**src/rtl/debounce_arbiter.sv**
```systemverilog
// debounce_arbiter: debounces N raw buttons using one shared settle timer granted round-robin
module debounce_arbiter #(
  parameter int N_BUTTONS = 4,
  parameter int IDX_W = 2,
  parameter int SETTLE_CYCLES = 30000000,
  parameter int CNT_W = 26
) (
  input  logic clock,
  input  logic reset,
  input  logic [N_BUTTONS-1:0] btn_raw,
  output logic [N_BUTTONS-1:0] debounced,
  output logic [N_BUTTONS-1:0] press,
  output logic [N_BUTTONS-1:0] release_pulse,
  output logic busy,
  output logic [IDX_W-1:0] active_idx
);
  typedef enum logic [1:0] {IDLE, SETTLE, COMMIT} state_t;
  localparam logic [CNT_W-1:0] LAST = CNT_W'(SETTLE_CYCLES - 1);
  state_t state, state_n;
  logic [N_BUTTONS-1:0] s1, sync, m;
  logic [IDX_W-1:0] rr_ptr, idx, pick, nxt;
  logic [CNT_W-1:0] timer;
  logic target, found, bounce;
  assign m = sync ^ debounced;
  assign nxt = IDX_W'((int'(idx) + 1) % N_BUTTONS);
  assign bounce = sync[idx] != target;
  assign busy = state != IDLE;
  assign active_idx = idx;
  // first mismatching button at or after rr_ptr, wrapping
  always_comb begin
    pick = '0;
    found = 1'b0;
    for (int i = 0; i < N_BUTTONS; i++) begin
      if (!found && m[(int'(rr_ptr) + i) % N_BUTTONS]) begin
        found = 1'b1;
        pick = IDX_W'((int'(rr_ptr) + i) % N_BUTTONS);
      end
    end
  end
  always_comb begin
    state_n = IDLE;
    state_n = state == IDLE ? (found ? SETTLE : IDLE) :
              state == SETTLE ? (bounce ? IDLE : timer == LAST ? COMMIT : SETTLE) : IDLE;
  end
  always_ff @(posedge clock) begin
    if (reset) begin
      state <= IDLE;
      s1 <= '0;
      sync <= '0;
      rr_ptr <= '0;
      idx <= '0;
      target <= 1'b0;
      timer <= '0;
      debounced <= '0;
      press <= '0;
      release_pulse <= '0;
    end else begin
      state <= state_n;
      s1 <= btn_raw;
      sync <= s1;
      press <= '0;
      release_pulse <= '0;
      if (state == IDLE && found) begin
        idx <= pick;
        target <= sync[pick];
        timer <= '0;
      end
      if (state == SETTLE) begin
        if (bounce) rr_ptr <= nxt;
        else if (timer != LAST) timer <= timer + 1'b1;
      end
      if (state == COMMIT) begin
        debounced[idx] <= target;
        press[idx] <= target;
        release_pulse[idx] <= ~target;
        rr_ptr <= nxt;
      end
    end
  end
endmodule

```
**config.mk**
```make
export PLATFORM = sky130hd
export DESIGN_NAME = debounce_arbiter
export DESIGN_NICKNAME = d
export VERILOG_FILES = /design/src/rtl/debounce_arbiter.sv
export SDC_FILE = /design/constraint.sdc
export NUM_CORES = 1
export LEC_CHECK = 0
export ABC_AREA = 1
export CORE_ASPECT_RATIO = 0.7
export CORE_MARGIN = 4
export CORE_UTILIZATION = 55
export DETAILED_ROUTE_END_ITERATION = 10
export PLACE_DENSITY = 0.85
export SKIP_CTS_REPAIR_TIMING = 1
export SYNTH_ARGS = -nofsm -noshare
export SYNTH_HDL_FRONTEND = slang
export SYNTH_SLANG_ARGS = --single-unit
```
**constraint.sdc**
```tcl
create_clock -name clock -period 2.5 [get_ports clock]
set_clock_uncertainty 0.2 [all_clocks]
set_input_delay 0.5 -clock clock [delete_from_list [all_inputs] [get_ports clock]]
set_output_delay 0.5 -clock clock [all_outputs]
set_load 0.05 [all_outputs]
```
==> load_flow_metrics.sql <==
INSERT INTO impl_metrics (metric_group, metric, value, unit) VALUES
('grt', 'global_route.usage.met2', '31.3', '%'),
('timing', 'finalHoldViolCount', '0', ''),
('power_and_ir_drop', 'power.ir.vdd_worst', '0.000510', 'V'),
('finish', 'ff_latch_area', '0.00106', 'sq mm'),
('timing', 'fin_crit_sh', '95.2', '%'),
('synth', 'synth_async_sr_flop_share', '0', '%'),
('detailed_routing', 'detailroute.via_count', '2631', ''),
('finish', 'synthesis_to_finish_area_growth', '11.8', '%'),
('worst_hold_path', 'timing.hold.worst.class', 'reg2reg', ''),
('cts', 'clk_transition_reported_paths', '90', 'ps'),
('grt', 'total_grt_usage', '21.1', '%'),
('run_status', 'run_status', 'finished clean', ''),
('die', 'fp.dieW', '95.0', 'um'),
('finish', 'antenna-diode-count', '0', ''),
('timing', 'least_setup_slack_across_all_paths_after_layout', '120', 'ps'),
('timing', 'max-slew-margin-rel', '64.7', '%'),
('synth', 'synth_flop_cell', 'dfxtp_1', ''),
('setup_path', 'crit_path_cell_trace', 'clkdlybuf4s50_1', ''),
('detailed_routing', 'detail-route-antenna-nets', '0', ''),
('grt', 'global_routing_s_busiest_layer', 'met2', ''),
('grt', 'groute.layer.met3.usage', '4.88', '%'),
('finish', 'commonest_non_fill_non_tap_cell_in_the_layout', 'nand2_1', ''),
('detailed_routing', 'post_drt_via_cell_ratio', '5.32', ''),
('cts', 'clk_sink_count', '53', ''),
('timing', 'timing_max_transition_violations_final', '0', ''),
('power_and_ir_drop', 'leakagePower', '1.28', 'nW'),
('setup_path', 'critical_path.max_stage_delay', '870', 'ps'),
('synth', 'synthDistinctLibCells', '40', ''),
('detailed_routing', 'drt-wirelength-per-cell', '12.5', 'um'),
('synth', 'synthesis.instances', '402', ''),
('synth', 'netlist.area_leader.share', '36.4', '%'),
('synth', 'syn_avg_cell_area', '7.26', 'sq um'),
('grt', 'grt_antenna_before_repair', '0', ''),
('run', 'drv.max_cap_violation_count', '0', ''),
('placement', 'preCtsSetupSlack', '244', 'ps'),
('setup_path', 'worstPathBufferInverterCount', '1', ''),
('finish', 'multi_input_area', '0.00158', 'sq mm'),
('synth', 'ys_ff_latch', '53', ''),
('cts', 'tritoncts_clock_tree', 'built', ''),
('cts', 'ctsRootBufferMaster', 'clkbuf_8', ''),
('detailed_routing', 'total_length_of_routed_wires', '6.18', 'mm'),
('finish', 'most-common-layout-cells', 'nand2_1 (69), nor2_1 (59), dfxtp_1 (53)', ''),
('detailed_routing', 'drc_errors', '0', ''),
('grt', 'grt_overflow', '0', ''),
('setup_path', 'critPathKind', 'reg2out', ''),
('cts', 'tritoncts.num_buffers', '5', ''),
('synth', 'post-synth-top-area-cell', 'dfxtp_1', ''),
('die', 'die-height', '68.9', 'um'),
('finish', 'finalNetCount', '439', ''),
('setup_path', 'critPathCaptureType', 'output pin', ''),
('setup_path', 'cp-start-kind', 'flop', ''),
('detailed_routing', 'drt_pass1_iterations', '5', ''),
('timing', 'finalCriticalPeriod', '2380', 'ps'),
('cts', 'max-clock-path-buffers', '2', ''),
('timing', 'slew_worst_pin', '523', 'ps'),
('die', 'placementRows', '21', ''),
('die', 'effective_utilization_at_floorplan', '59.0', '%'),
('grt', 'grt_max_degree', '28', ''),
('finish', 'final_layout_size_suffix_gt1_share', '12.4', '%'),
('grt', 'first_global_vias', '2363', ''),
('cts', 'worstSkewPairLatency', '310', 'ps'),
('timing', 'total_of_endpoints_with_negative_setup_slack_in_the_final_report', '0', ''),
('setup_path', 'cp.arrival', '1680', 'ps'),
('setup_path', 'crit_required', '1800', 'ps'),
('synth', 'synth_edf_count', '0', ''),
('timing', 'unrepaired_setup_endpoints_after_global_routing', 'false', ''),
('finish', 'fill_cells', '444', ''),
('die', 'fp.coreArea', '0.00494', 'sq mm'),
('synth', 'seq_total_area_yosys', '36.4', '%'),
('placement', 'dp_hpwl', '4.76', 'mm'),
('setup_path', 'critPathSlowestCell', 'clkdlybuf4s50_1', '');
layout make-up:
type,count,area share [%]
Clock buffer,6,2.53
Clock inverter,2,0.422
Inverter,50,5.75
Multi-Input combinational cell,288,48.4
Sequential cell,53,32.5
Tap cell,69,2.65
Timing Repair Buffer,27,7.67
final timing paths:
check	startpoint	end	slack (ps)	cells after the start
worst min register to register	s1[1]$_SDFF_PP0_	sync[1]$_SDFF_PP0_	210	2
worst max register to register	rr_ptr[0]$_SDFFE_PP0P_	timer[6]$_SDFF_PP0_	210	10
worst min-delay path	s1[1]$_SDFF_PP0_	sync[1]$_SDFF_PP0_	210	2
worst max-delay path	active_idx[0]$_SDFFE_PP0P_	active_idx[0]	120	1
power by group:
part | leakage, nW | internal, W | switching (W)
sequential | 0.430 | 0.000931 | 0.000129
combinational | 0.796 | 0.000375 | 0.000720
clock | 0.0512 | 0.000225 | 0.000292
total | 1.28 | 0.00153 | 0.00114
synthesized netlist by cell type, drive strengths merged, types with 2 or more instances:
library cell,instances
buf,10
xor2,11
nor3,14
nand2,77
nor4,3
xnor2,3
or2,2
a21oi,16
nor2,64
a31oi,2
o211ai,3
a211oi,5
dfxtp,53
nand4,7
ha,8
nand3b,3
inv,49
a31o,4
o21ai,14
nand3,49
through the flow:
step	power [W]	cell area (sq um)	util (%)	cells	hold WS (ps)
2_1_floorplan	0.00196	2920	-	402	188
3_3_place_gp	0.00213	3170	64.1	487	194
3_5_place_dp	0.00216	3170	64.1	487	192
4_1_cts	0.00267	3260	66.0	495	206
5_1_grt	0.00291	3260	66.0	495	219
6_report	0.00267	3260	66.0	495	205
flip-flops by register name, summed over array words and instances (netlist names):
| name | flops |
|---|---|
| s1 | 4 |
| state | 2 |
| sync | 4 |
| rr_ptr | 2 |
| press | 4 |
| debounced | 4 |
| target | 1 |
| release_pulse | 4 |
| timer | 26 |
| active_idx | 2 |
cells by family (layout without fill, tap and decap cells):
family,Yosys count,after routing,synth area share (%)
flip-flops,53,53,36.4
XOR/XNOR,14,14,4.72
AO/OA/AOI/OAI,46,46,9.57
AND/OR/NAND/NOR,220,220,36.5
buffers and inverters,61,85,9.44
adder cells (fa/ha/maj),8,8,3.43
per-layer routing:
| metal | share of wire, % | wire length (um) |
|---|---|---|
| met3 | 9.1 | 564 |
| met2 | 41 | 2520 |
| met4 | 2.5 | 152 |
| met5 | 0 | 0 |
| met1 | 48 | 2950 |
Note: power is estimated with default switching activity, not from simulation.
